$ cat src/rtl/alu_arbiter.sv
// -----------------------------------------------------------------------------
// alu_arbiter
//
// Purpose:
//   Two requesters share one external combinational ALU. The arbiter accepts
//   one request at a time. It forwards the winner's operands and opcode to the
//   ALU through registers. It captures the ALU result and signals completion
//   back to the requester it served.
//   Every transaction takes exactly three cycles: IDLE -> EXEC -> RESP -> IDLE.
//
// Configuration macro:
//   ALU_ARB_RR_EN  defined   : round-robin. On a tie, the requester that was
//                              not granted last wins.
//                  undefined : fixed priority. Requester 0 always wins a tie,
//                              and no last-grant state is kept.
//
// Parameters:
//   DBIT    operand / result width
//   COD_OP  opcode width
//
// Ports:
//   clk                 single clock, rising edge
//   reset               asynchronous, active-low reset
//   i_req0 / i_req1     level requests; held until the matching ack
//   i_a0,i_b0,i_op0     requester 0 operands and opcode
//   i_a1,i_b1,i_op1     requester 1 operands and opcode
//   o_ack0 / o_ack1     one-cycle pulse: the arbiter has captured the operands
//   o_done0 / o_done1   one-cycle pulse: o_result holds this requester's result
//   o_result            registered ALU result, shared by both requesters
//   o_busy              high whenever the FSM is not in IDLE
//   o_alu_a, o_alu_b    registered operands driven to the shared ALU
//   o_alu_op            registered opcode driven to the shared ALU
//   i_alu_result        combinational result returned by the shared ALU
// -----------------------------------------------------------------------------
module alu_arbiter #(
  parameter int DBIT   = 8,
  parameter int COD_OP = 6
) (
  input  logic              clk,
  input  logic              reset,
  input  logic              i_req0,
  input  logic              i_req1,
  input  logic [DBIT-1:0]   i_a0,
  input  logic [DBIT-1:0]   i_b0,
  input  logic [COD_OP-1:0] i_op0,
  input  logic [DBIT-1:0]   i_a1,
  input  logic [DBIT-1:0]   i_b1,
  input  logic [COD_OP-1:0] i_op1,
  output logic              o_ack0,
  output logic              o_ack1,
  output logic              o_done0,
  output logic              o_done1,
  output logic [DBIT-1:0]   o_result,
  output logic              o_busy,
  output logic [DBIT-1:0]   o_alu_a,
  output logic [DBIT-1:0]   o_alu_b,
  output logic [COD_OP-1:0] o_alu_op,
  input  logic [DBIT-1:0]   i_alu_result
);

  localparam logic [1:0] IDLE = 2'd0;
  localparam logic [1:0] EXEC = 2'd1;
  localparam logic [1:0] RESP = 2'd2;

  logic [1:0]        state;
  logic              grant_id;     // requester served by the current transaction
  logic              win_vld;
  logic              win_id;
  logic [DBIT-1:0]   win_a;
  logic [DBIT-1:0]   win_b;
  logic [COD_OP-1:0] win_op;

`ifdef ALU_ARB_RR_EN
  logic              last_grant;   // reset to 1 so requester 0 wins the first tie
`endif

  // Arbitration. It only matters in IDLE, because requests are sampled only there.
  always_comb begin
    win_vld = i_req0 | i_req1;
`ifdef ALU_ARB_RR_EN
    if (i_req0 && i_req1) begin
      win_id = ~last_grant;
    end else begin
      win_id = ~i_req0;
    end
`else
    win_id = ~i_req0;
`endif
    if (win_id) begin
      win_a  = i_a1;
      win_b  = i_b1;
      win_op = i_op1;
    end else begin
      win_a  = i_a0;
      win_b  = i_b0;
      win_op = i_op0;
    end
  end

  // Stage boundary IDLE->EXEC captures the operands.
  // EXEC->RESP captures the ALU result.
  // RESP->IDLE changes only the state.
  always_ff @(posedge clk or negedge reset) begin
    if (!reset) begin
      state    <= IDLE;
      grant_id <= 1'b0;
      o_alu_a  <= '0;
      o_alu_b  <= '0;
      o_alu_op <= '0;
      o_result <= '0;
`ifdef ALU_ARB_RR_EN
      last_grant <= 1'b1;
`endif
    end else begin
      case (state)
        IDLE: begin
          if (win_vld) begin
            o_alu_a  <= win_a;
            o_alu_b  <= win_b;
            o_alu_op <= win_op;
            grant_id <= win_id;
`ifdef ALU_ARB_RR_EN
            last_grant <= win_id;
`endif
            state    <= EXEC;
          end
        end
        EXEC: begin
          o_result <= i_alu_result;
          state    <= RESP;
        end
        RESP: begin
          state <= IDLE;
        end
        default: begin
          state <= IDLE;
        end
      endcase
    end
  end

  // EXEC and RESP each last one cycle, so decoding the state gives the
  // one-cycle ack and done pulses. grant_id selects a single requester,
  // so the two acks, and likewise the two dones, are never high together.
  assign o_busy  = (state != IDLE);
  assign o_ack0  = (state == EXEC) && !grant_id;
  assign o_ack1  = (state == EXEC) &&  grant_id;
  assign o_done0 = (state == RESP) && !grant_id;
  assign o_done1 = (state == RESP) &&  grant_id;

endmodule

$ cat config.mk
export PLATFORM = sky130hd
export DESIGN_NAME = alu_arbiter
export DESIGN_NICKNAME = d
export VERILOG_FILES = /design/src/rtl/alu_arbiter.sv
export SDC_FILE = /design/constraint.sdc
export NUM_CORES = 1
export LEC_CHECK = 0
export BUFFER_PORTS_ARGS = -buffer_cell sky130_fd_sc_hd__buf_2
export CAP_MARGIN = 20
export CELL_PAD_IN_SITES_DETAIL_PLACEMENT = 1
export CELL_PAD_IN_SITES_GLOBAL_PLACEMENT = 2
export CORE_AREA = 2 2 78 80
export DETAILED_ROUTE_END_ITERATION = 8
export DIE_AREA = 0 0 80 82
export GPL_ROUTABILITY_DRIVEN = 0
export PLACE_DENSITY = 0.88
export SLEW_MARGIN = 20
export SYNTH_ARGS = -nofsm -noshare
export SYNTH_HDL_FRONTEND = slang
export SYNTH_SLANG_ARGS = --single-unit
$ cat constraint.sdc
create_clock -name clk -period 4.35 [get_ports clk]
set_clock_uncertainty 0.05 [all_clocks]
set_input_delay 0.87 -clock clk [delete_from_list [all_inputs] [get_ports clk]]
set_output_delay 0.87 -clock clk [all_outputs]
set_load 0.05 [all_outputs]
# --- Yosys cells after proc, flatten, opt, wreduce, memory -nomap -nowiden ---
# Index checks and enable logic that the tools add are counted.
totals:
  reg_bits: 33
  in_bits: 56
  output_inout_bits: 35
  word_cells: 24
op_classes:
  eq_ne: 3
  n_mux: 5
  bitwise: 2
  n_reduce_logical: 8
ops:
  columns: ["cell", "n"]
  rows:
  - ["two-way mux 8 bit", 2]
  - ["two-way mux 6 bit", 1]
  - ["logical AND 1 bit", 4]
  - ["one-hot mux 2 bit (2 select lines)", 1]
  - ["equality test 2 x 1 -> 1 bit, second input constant", 1]
  - ["equality test 2 bit, second input constant", 1]
  - ["logical NOT 2 bit", 1]
  - ["two-way mux 2 bit", 1]
  - ["!= test 2 bit, second input constant", 1]
  - ["AND reduction 2 bit", 1]
  - ["nonzero test 2 bit", 1]
  - ["logical NOT 1 bit", 1]
  - ["inverter 1 bit", 1]
  - ["OR 1 bit", 1]

# --- Logic depth before layout (Yosys ltp) ---
# Gate-level depths: netlist of run 1.
depth:
  depth_word: 3
  ltp_mapped: 4
  depth_no_buf: 3

# --- Worst setup path after synthesis of run 1 ---
# OpenSTA, ideal clock, no wires.
synth_path:
  kind: "register to output"
  from: "reg grant_id"
  to: "out o_done1"
  arrival_time_ns: 1.579
  required_time_ns: 3.430
  path_slack_ns: 1.851
  path_stages_with_launch: 3
  path_buffers: 0
  path_cell_list: "dfrtp_1 inv_1 nor3b_1"
synth_via:
  elab_chain_cells: 1
synth_rtl:
  columns: ["element", "line_no", "rtl"]
  rows:
  - ["from (decl)", "66", "logic grant_id;"]
  - ["from (signal assigned)", "121", "grant_id <= win_id;"]
  - ["logical AND 1 bit", "149", "assign o_done1 = (state == RESP) && grant_id;"]
  - ["to (decl)", "52", "output logic o_done1,"]
# No other way between the ends.

# --- Worst setup path in the final report of run 1 ---
layout_path:
  from: "reg state[1]"
  to: "out o_ack1"
layout_via:
  elab_chain_cells: 2
layout_rtl:
  columns: ["element", "line_no", "rtl"]
  rows:
  - ["from (decl)", "65", "logic [1:0] state;"]
  - ["from (signal assigned)", "105", "state <= IDLE;"]
  - ["from (signal assigned)", "125", "state <= EXEC;"]
  - ["from (signal assigned)", "130", "state <= RESP;"]
  - ["equality test 2 x 1 -> 1 bit", "147", "assign o_ack1 = (state == EXEC) && grant_id;"]
  - ["logical AND 1 bit", "147", null]
  - ["to (decl)", "50", "output logic o_ack1,"]
# No other way between the ends.

==> metrics.md, run 1 <==
| Metric | Value |
|---|---|
| Outcome | finished, final reports clean |
| Finish-stage setup viols | 0 |
| Clk pwr share | 10.9% |
| Worst EP arrival | 1.52 ns |
| Internal | 0.000969 W |
| Number of synthesized register bits | 33 |
| Slew of the pin with the lowest slew margin | 0.728 ns |
| Num CTS Buffers | 5 |
| Net Switching | 0.000999 W |
| Post-route ant nets | 0 |
| Drt drc | 0 |
| Die X-Extent | 80 um |
| Max-slew violations | 0 |
| Seq/Total Area, Yosys | 51.1% |
| CP max FO | 11 |
| Vias in the first global route | 1,292 |
| Syn nets | 159 |
| Largest net degree at the start of global routing | 34 |
| Met1 GRT Util | 14.4% |
| Initial DRC count | 25 |
| CTS tree | built |
| Reg clk slew, reported paths | 0.06 ns |
| Area leader, netlist | dfrtp_1 |
| Part of the cycle the worst path needs | 56.1% |
| Worst-Skew Late Latency | 0.27 ns |
| Power share of the sequential group | 28.2% |
| GRT overflow | 0 |
| Max VDD drop | 0.318 mV |
| Die area | 0.00656 mm2 |
| # IOs | 91 |
| Switching Share | 50.7% |
| Post-CTS sizing | 0 |
| Comb pwr share | 60.9% |
| Tot GR Track Use | 11.8% |
| Hold Crit Class | flip-flop to flip-flop |
| Kind of critical path | flip-flop to output port |
| H-tree levels | 2 |
| Met2 Resource Use GR | 18.6% |
| Root Buffer | clkbuf_8 |
| First-pass GRT wire length | 5890 um |
| Fin. Hold Viols | 0 |
| Initial antenna violation count | 0 |
| Cell depth of the worst hold path | 1 |
| Top cells by area, synth | dfrtp_1 (51%), mux2_2 (19%), mux2_4 (18%), mux2_1 (4.2%), buf_6 (3.5%) |
| Clk sink count | 33 |
| Fraction of layout cells with a size suffix above 1 | 73.3% |
| Drt pass-1 iters | 2 |
| GRT Max-Usage Layer | met2 |
| CP Launch Type | flip-flop |
| F_max | 410 MHz |
| Layout fillers | 685 |
| Cell row count | 28 |
| Power Total | 0.00197 W |
| Crit. End Element | output port |
| FF-to-FF path depth | 3 |
| Syn. warnings | 0 |
| Layout Area Growth over Synthesis | 34.9% |
| Met3 Usage GRT | 5.16% |
| Unrepaired setup endpoints after global routing | no |
| Core ar. | 0.00575 mm2 |
| Initial core utilization | 28.1% |
| Pwr/cell area | 903 mW/mm2 |
| Post-Syn Area | 0.00162 mm2 |
| Synthesized area per cell | 15.7 um2 |
| Wirelength per Cell | 13.7 um |
| Setup TNS | 0 ns |
| Final wirelength | 3690 um |
| Final nets | 250 |
| Hold Buf Count CTS | 0 |
| Dpl cells | 262 |
| Netlist cell types | 13 |
| Gate Count Post-Synth | 103 |
| Fin cells | 270 |
| Setup Fix Bufs, Post-CTS | 0 |
| Share of the synthesized area in the top cell type | 51.1% |
| Total number of vias | 1,174 |
| Buffers on Ports | 90 |
| Vias per std cell | 4.35 |
| Maxcap violations | 0 |
| Post-DP HPWL | 2820 um |
| CTS max path bufs | 2 |
| Final antenna diode count | 0 |
| Die H | 82 um |
| Tmin final | 2.44 ns |
| Worst path required time | 3.43 ns |
| LEAKAGE | 1.10 nW |
| Worst relative slew slack | 51.5% |
per-layer routing:
layer / part of all wire (%) / up-vias
met2: 45 / 64
met1: 44 / 565
li1: - / 540
met4: 1.1 / 0
met5: 0 / -
met3: 10 / 5
final timing paths:
check | start | slack, ns | end
worst max-delay path | state[1] | 1.91 | o_ack1
worst min-delay path | o_alu_b[4] | 0.44 | o_alu_b[4]
max in group asynchronous | reset | 3.18 | o_result[6]
min in group asynchronous | reset | 0.60 | o_alu_b[7]
worst min register to register | o_alu_b[4] | 0.44 | o_alu_b[4]
worst max register to register | state[0] | 2.73 | o_alu_b[2]
registers in the layout, indices dropped and copies added, names as in the netlist:
register	flops
grant_id	1
o_alu_a	8
o_alu_b	8
o_alu_op	6
o_result	8
state	2
critical path, stage by stage (launching register included):
cell	delay, ns
dfrtp_1	0.40
nand2b_1	0.38
nor2_1	0.19
buf_2	0.28
power by group through the flow:
stage	clock network [W]	registers, W	logic (W)
floorplan	0	0.00106	0.000464
global placement	0	0.000556	0.00119
detailed placement	0	0.000556	0.00122
CTS	0.000222	0.000558	0.00121
global route	0.000237	0.000577	0.00126
finish	0.000214	0.000556	0.00120
metrics by stage:
step                util (%)  area (um2)  hold WS [ns]  setup WS (ns)
finish                  37.9        2180         0.438           1.91
CTS                     37.9        2180         0.442           1.85
detailed placement      36.5        2100         0.425           1.90
global placement        36.5        2100         0.414           1.97
global route            37.9        2180         0.458           1.79
floorplan                  -        1620         0.485           1.85
synth_stat cells, drive strengths merged:
master   n
a21oi    2
nand2b   1
nor2     3
inv      3
nor3b    2
dfrtp   33
buf      6
o21a     1
mux2    52
placed cells by master (no fill, tap or decap):
| cell | netlist | layout |
|---|---|---|
| inv_1 | 3 | 3 |
| nor2_2 | 1 | 1 |
| a21oi_1 | 2 | 2 |
| mux2_4 | 19 | 19 |
| clkbuf_8 | 0 | 5 |
| dfrtp_1 | 33 | 33 |
| clkbuf_1 | 0 | 3 |
| buf_2 | 1 | 90 |
| mux2_1 | 6 | 6 |
| nand2b_1 | 1 | 1 |
| mux2_2 | 27 | 27 |
| nor2_1 | 2 | 2 |
| o21a_4 | 1 | 1 |
| nor3b_1 | 2 | 2 |
final cells by class:
type / count / area, um2 / area share, %
Multi-Input combinational cell: 61 / 717 / 32.9
Tap cell: 75 / 93.8 / 4.31
Sequential cell: 33 / 826 / 37.9
Clock buffer: 8 / 80.1 / 3.68
Timing Repair Buffer: 90 / 450 / 20.7
Inverter: 3 / 11.3 / 0.517
logic make-up after synthesis:
kind of cell | Yosys count | synth area share, %
buf+inv | 9 | 4.49
compound gates | 3 | 1.55
flops | 33 | 51.1
simple gates | 6 | 2.17
mux | 52 | 40.7
No activity file was read; power rests on OpenSTA's default activity.
==> inputs of run 2 (changes only) <==
--- a/config.mk
+++ b/config.mk
@@ -9,11 +9,11 @@
 export CAP_MARGIN = 20
 export CELL_PAD_IN_SITES_DETAIL_PLACEMENT = 1
 export CELL_PAD_IN_SITES_GLOBAL_PLACEMENT = 2
-export CORE_AREA = 2 2 78 80
+export CORE_AREA = 2 2 86 88
 export DETAILED_ROUTE_END_ITERATION = 8
-export DIE_AREA = 0 0 80 82
+export DIE_AREA = 0 0 88 90
 export GPL_ROUTABILITY_DRIVEN = 0
-export PLACE_DENSITY = 0.88
+export PLACE_DENSITY = 0.78
 export SLEW_MARGIN = 20
 export SYNTH_ARGS = -nofsm -noshare
 export SYNTH_HDL_FRONTEND = slang
==> constraint.sdc (replaced) <==
create_clock -name clk -period 2.2 [get_ports clk]
set_clock_uncertainty 0.05 [all_clocks]
set_input_delay 0.44 -clock clk [delete_from_list [all_inputs] [get_ports clk]]
set_output_delay 0.44 -clock clk [all_outputs]
set_load 0.05 [all_outputs]
==> metrics.md, run 2 (synthesis results as in run 1) <==
| Metric | Value |
|---|---|
| Die area | 0.00792 mm2 (+21%) |
| GRT overflow | 0 (unchanged) |
| Worst path required time | 1.71 ns (-1.72 ns) |
| Clk sink count | 33 (unchanged) |
| Worst Setup SP | state[1] |
| Wirelength per Cell | 13.3 um (-2.9%) |
| Fin cells | 295 (+9.3%) |
| RR Startpoint | state[0] |
| Kind of critical path | flip-flop to output port |
| Final antenna diode count | 0 (unchanged) |
| H-tree levels | 2 (unchanged) |
| Drt drc | 0 (unchanged) |
| Vias in the first global route | 1,307 (+1.2%) |
| Final nets | 252 (+0.80%) |
| Setup TNS | 0 ns (unchanged) |
| Num CTS Buffers | 5 (unchanged) |
| F_max | 575 MHz |
| Worst-Skew Late Latency | 0.27 ns (about the same) |
| Vias per std cell | 3.92 (-9.9%) |
| # IOs | 91 (unchanged) |
| Largest net degree at the start of global routing | 34 (unchanged) |
| Tmin final | 1.74 ns |
| Die X-Extent | 88 um (+10%) |
| Met3 Usage GRT | 2.30% (-2.9 points) |
| Initial DRC count | 24 (-4.0%) |
| Die H | 90 um (+9.8%) |
| Maxcap violations | 0 (unchanged) |
| Root Buffer | clkbuf_8 |
| Highest-count cells in the layout ignoring fill and taps | buf_2 (90), dfrtp_1 (33), mux2_2 (27) |
| Max VDD drop | 0.581 mV (+83%) |
| Initial core utilization | 23.0% (-5.1 points) |
| CP Launch Type | flip-flop |
| Slew of the pin with the lowest slew margin | 0.747 ns (+0.0191 ns) |
| Crit. End Element | output port |
| Finish-stage setup viols | 0 (unchanged) |
| Cell row count | 31 (+11%) |
| Post-DP HPWL | 3030 um (+7.3%) |
| Layout Area Growth over Synthesis | 38.8% |
| GRT Max-Usage Layer | met2 |
| Initial antenna violation count | 0 (unchanged) |
| First-pass GRT wire length | 6520 um (+11%) |
| FF-to-FF path depth | 3 (unchanged) |
| Top flop regs | o_alu_a: 8 flops, o_alu_b: 8 flops, o_result: 8 flops |
| Setup Fix Bufs, Post-CTS | 0 (unchanged) |
| Outcome | finished, final reports clean |
| Part of the cycle the worst path needs | 79.1% |
| Fin. Hold Viols | 0 (unchanged) |
| Max-slew violations | 0 (unchanged) |
| Post-CTS sizing | 0 (unchanged) |
| CTS max path bufs | 2 (unchanged) |
| Hold Buf Count CTS | 0 (unchanged) |
| Buffers on Ports | 90 (unchanged) |
| Final wirelength | 3920 um (+6.1%) |
| Total number of vias | 1,156 (-1.5%) |
| CTS tree | built |
| Hold Crit Class | input port to asynchronous set/reset pin |
| Fraction of layout cells with a size suffix above 1 | 74.5% (+1.2 points) |
| Worst EP arrival | 1.25 ns (-0.27 ns) |
| Reg clk slew, reported paths | 0.06 ns (about the same) |
| Commonest non-fill, non-tap cell in the layout | buf_2 |
| Drt pass-1 iters | 2 (unchanged) |
| Worst relative slew slack | 50.2% (-1.3 points) |
| Tot GR Track Use | 10.6% (-1.2 points) |
| LEAKAGE | 1.12 nW (+1.7%) |
| Post-route ant nets | 0 (unchanged) |
| Unrepaired setup endpoints after global routing | no |
| CP max FO | 4 (-7) |
| Pwr/cell area | 1750 mW/mm2 (+94%) |
| Met2 Resource Use GR | 18.9% (+0.36 points) |
| Dpl cells | 288 (+9.9%) |
| Core ar. | 0.00702 mm2 (+22%) |
| Met1 GRT Util | 12.0% (-2.4 points) |
run 2: cell count changes in the layout (fill, tap and decap cells not counted):
cell      previous run  this run
clkbuf_1             3         1
clkbuf_8             5         6
buf_12               0         1
buf_4                0         1
run 2: cell type report:
| type | instances | area [um2] |
|---|---|---|
| fill | 809 | 4780 |
| multi-input combinational | 61 | 717 |
| tap | 99 | 124 |
| sequential | 33 | 826 |
| clock buffer | 7 | 86.3 |
| timing repair buffer | 92 | 478 |
| inverter | 3 | 11.3 |
run 2: path summary, 6_finish.rpt:
path | to | slack, ns
hold / removal | o_alu_op[5] | 0.18
min in group clk | o_result[5] | 0.33
max in group asynchronous | o_alu_op[3] | 1.44
setup reg to reg | o_alu_b[2] | 0.57
setup / recovery | o_ack1 | 0.46
hold reg to reg | o_result[5] | 0.44
run 2: per-stage QoR:
step	cell area, um2	worst slack, ns	hold slack (ns)	util [%]	power, W
2_1_floorplan	1620	0.131	0.0944	-	0.00302
3_3_place_gp	2160	0.476	0.422	30.7	0.00350
4_1_cts	2240	0.443	0.210	31.9	0.00400
3_5_place_dp	2160	0.467	0.431	30.7	0.00353
5_1_grt	2240	0.341	0.236	31.9	0.00416
6_report	2240	0.461	0.179	31.9	0.00393
run 2: worst max-delay path: stages, from the launching register on:
cell	delay, ns
dfrtp_1	0.41
nand2b_1	0.20
nor2_1	0.10
buf_2	0.26
run 2: power breakdown:
part | internal (W) | switching, W | leakage [nW]
clock network | 0.000248 | 0.000200 | 0.0443
registers | 0.000924 | 0.000171 | 0.387
logic | 0.000783 | 0.00161 | 0.688
total | 0.00195 | 0.00198 | 1.12
run 2: layer usage:
metal	part of all wire (%)	vias up
met5	0	-
met4	0.97	0
met3	5.1	2
met2	55	41
met1	39	570
li1	-	543
==> inputs of run 3 (changes only) <==
--- a/config.mk
+++ b/config.mk
@@ -9,11 +9,11 @@
 export CAP_MARGIN = 20
 export CELL_PAD_IN_SITES_DETAIL_PLACEMENT = 1
 export CELL_PAD_IN_SITES_GLOBAL_PLACEMENT = 2
-export CORE_AREA = 2 2 86 88
+export CORE_AREA = 2 2 81 83
 export DETAILED_ROUTE_END_ITERATION = 8
-export DIE_AREA = 0 0 88 90
+export DIE_AREA = 0 0 83 85
 export GPL_ROUTABILITY_DRIVEN = 0
-export PLACE_DENSITY = 0.78
+export PLACE_DENSITY = 0.83
 export SLEW_MARGIN = 20
 export SYNTH_ARGS = -nofsm -noshare
 export SYNTH_HDL_FRONTEND = slang
==> constraint.sdc (replaced) <==
create_clock -name clk -period 1.8 [get_ports clk]
set_clock_uncertainty 0.05 [all_clocks]
set_input_delay 0.36 -clock clk [delete_from_list [all_inputs] [get_ports clk]]
set_output_delay 0.36 -clock clk [all_outputs]
set_load 0.05 [all_outputs]
==> metrics.md, run 3 (synthesis results as in run 1) <==
| Metric | Value |
|---|---|
| Outcome | finished, final reports clean |
| Num CTS Buffers | 5 (unchanged) |
| Largest net degree at the start of global routing | 18 (-47%) |
| Kind of critical path | flip-flop to output port |
| Die H | 85 um (-5.6%) |
| Dpl cells | 269 (-6.6%) |
| Layout Area Growth over Synthesis | 42.7% |
| Worst EP arrival | 1.27 ns (+0.02 ns) |
| Drt pass-1 iters | 4 (+2) |
| Tmin final | 1.68 ns |
| FF-to-FF path depth | 4 (+1) |
| Setup TNS | 0 ns (unchanged) |
| Highest-count cells in the layout ignoring fill and taps | buf_2 (89), dfrtp_1 (33), mux2_2 (27) |
| Finish-stage setup viols | 0 (unchanged) |
| Fin. Hold Viols | 0 (unchanged) |
| GRT overflow | 0 (unchanged) |
| Final wirelength | 3830 um (-2.2%) |
| Max VDD drop | 0.785 mV (+35%) |
| Worst relative slew slack | 73.1% (+23 points) |
| Maxcap violations | 0 (unchanged) |
| Buffers on Ports | 90 (unchanged) |
| CP peak stage delay | 0.41 ns (about the same) |
| CP max FO | 4 (unchanged) |
| Fin Hold WS | 0.243 ns (+0.0637 ns) |
| CTS max path bufs | 2 (unchanged) |
| Fraction of layout cells with a size suffix above 1 | 74.6% (+0.14 points) |
| Crit. End Element | output port |
| Net Switching | 0.00244 W (+23%) |
| Buffers and inverters on the worst path | 1 (unchanged) |
| Slew of the pin with the lowest slew margin | 0.404 ns (-0.343 ns) |
| Tot GR Track Use | 12.1% (+1.6 points) |
| F_max | 594 MHz |
| LEAKAGE | 1.16 nW (+3.7%) |
| H-tree levels | 2 (unchanged) |
| Part of the cycle the worst path needs | 93.6% |
| Post-route cell area | 0.00230 mm2 (+2.8%) |
| Placement Cell Area | 0.00218 mm2 (+0.93%) |
| CTS tree | built |
| First-pass GRT wire length | 6680 um (+2.4%) |
| R2R Setup Slk | 0.25 ns (-0.32 ns) |
| Core ar. | 0.00620 mm2 (-12%) |
| Post-DP HPWL | 3020 um (-0.21%) |
| Slowest cell on crit path | dfrtp_1 |
| Total number of vias | 1,188 (+2.8%) |
| Final antenna diode count | 0 (unchanged) |
| Drt drc | 0 (unchanged) |
| Worst hold start | i_alu_result[3] |
| Crit path max-delay family | flip-flops |
| Post-route ant nets | 0 (unchanged) |
| Initial DRC count | 20 (-17%) |
| Fin cells | 278 (-5.8%) |
| Switching Share | 48.4% (-1.9 points) |
| Worst path cell trace | nand2b_1, nor2_1, buf_2 |
| Reg clk slew, reported paths | 0.07 ns (about the same) |
| Comb pwr share | 59.4% (-1.3 points) |
| Top flop regs | o_alu_a: 8 flops, o_alu_b: 8 flops, o_result: 8 flops |
| Setup Fix Bufs, Post-CTS | 0 (unchanged) |
| Clk sink count | 33 (unchanged) |
| Max-slew violations | 0 (unchanged) |
| Power share of the sequential group | 26.6% (-1.3 points) |
| Die X-Extent | 83 um (-5.7%) |
| Hold Crit Class | input port to flip-flop |
| Root Buffer | clkbuf_8 |
| Worst Hold End | o_result[3] |
| Worst path required time | 1.39 ns (-0.32 ns) |
| Pwr/cell area | 2190 mW/mm2 (+25%) |
| Commonest non-fill, non-tap cell in the layout | buf_2 |
| Cell row count | 29 (-6.5%) |
| Initial core utilization | 26.0% (+3.0 points) |
| Final nets | 256 (+1.6%) |
| Internal | 0.00260 W (+33%) |
| Clk pwr share | 14.0% (+2.6 points) |
| Vias in the first global route | 1,406 (+7.6%) |
| Initial antenna violation count | 0 (unchanged) |
| Cell depth of the worst hold path | 2 |
| Worst-Skew Late Latency | 0.28 ns (about the same) |
| Vias per std cell | 4.27 (+9.1%) |
| # IOs | 91 (unchanged) |
| FF-to-FF End | o_alu_op[0] |
| CP Launch Type | flip-flop |
| RR Startpoint | state[0] |
| Wirelength per Cell | 13.8 um (+3.8%) |
| Die area | 0.00706 mm2 (-11%) |
## run 3: worst max-delay path by stage
stage	from	to	slack [ns]	cells after the start
2_1_floorplan	grant_id	o_done1	-0.19	2
3_3_place_gp	i_req0	o_alu_b[3]	0.21	4
3_5_place_dp	i_req0	o_alu_b[3]	0.17	4
4_1_cts	grant_id	o_done1	0.08	3
5_1_grt	state[1]	o_ack0	-0.008	3
6_report	state[1]	o_ack0	0.12	3
## run 3: power groups by stage
stage | logic [W] | registers [W] | clock network, W
floorplan | 0.00112 | 0.00256 | 0
finish | 0.00300 | 0.00134 | 0.000705
global route | 0.00315 | 0.00140 | 0.000775
global placement | 0.00299 | 0.00135 | 0
CTS | 0.00303 | 0.00135 | 0.000733
detailed placement | 0.00304 | 0.00135 | 0
## run 3: metrics by stage
stage / power (W) / util [%] / setup slack [ns]
after global placement: 0.00434 / 35.1 / 0.206
after CTS: 0.00512 / 37.1 / 0.0803
final: 0.00504 / 37.1 / 0.116
after detailed placement: 0.00438 / 35.1 / 0.174
after global routing: 0.00533 / 37.1 / -0.00832
after floorplan: 0.00369 / - / -0.189
## run 3: layout make-up
cell class	instances	area (um2)
Fill cell	709	3900
Sequential cell	33	826
Multi-Input combinational cell	61	717
Timing Repair Buffer	96	538
Tap cell	77	96.3
Clock buffer	7	86.3
Clock inverter	1	30.0
Inverter	3	11.3
## run 3: timing repair
| item | CTS | global route |
|---|---|---|
| hold buffers | 1 | 0 |
| hold endpoints to repair | 16 | 0 |
| gates resized for setup | 0 | 2 |
| endpoints found under the setup margin | 0 | 1 |
## run 3: metal layers
| metal | vias to the layer above | part of all wire (%) | global-route usage [%] |
|---|---|---|---|
| met2 | 66 | 45 | 19.6 |
| met4 | 0 | 1.7 | 4.92 |
| met5 | - | 0 | 0 |
| li1 | 557 | - | - |
| met1 | 557 | 43 | 14.2 |
| met3 | 8 | 9.7 | 5.35 |
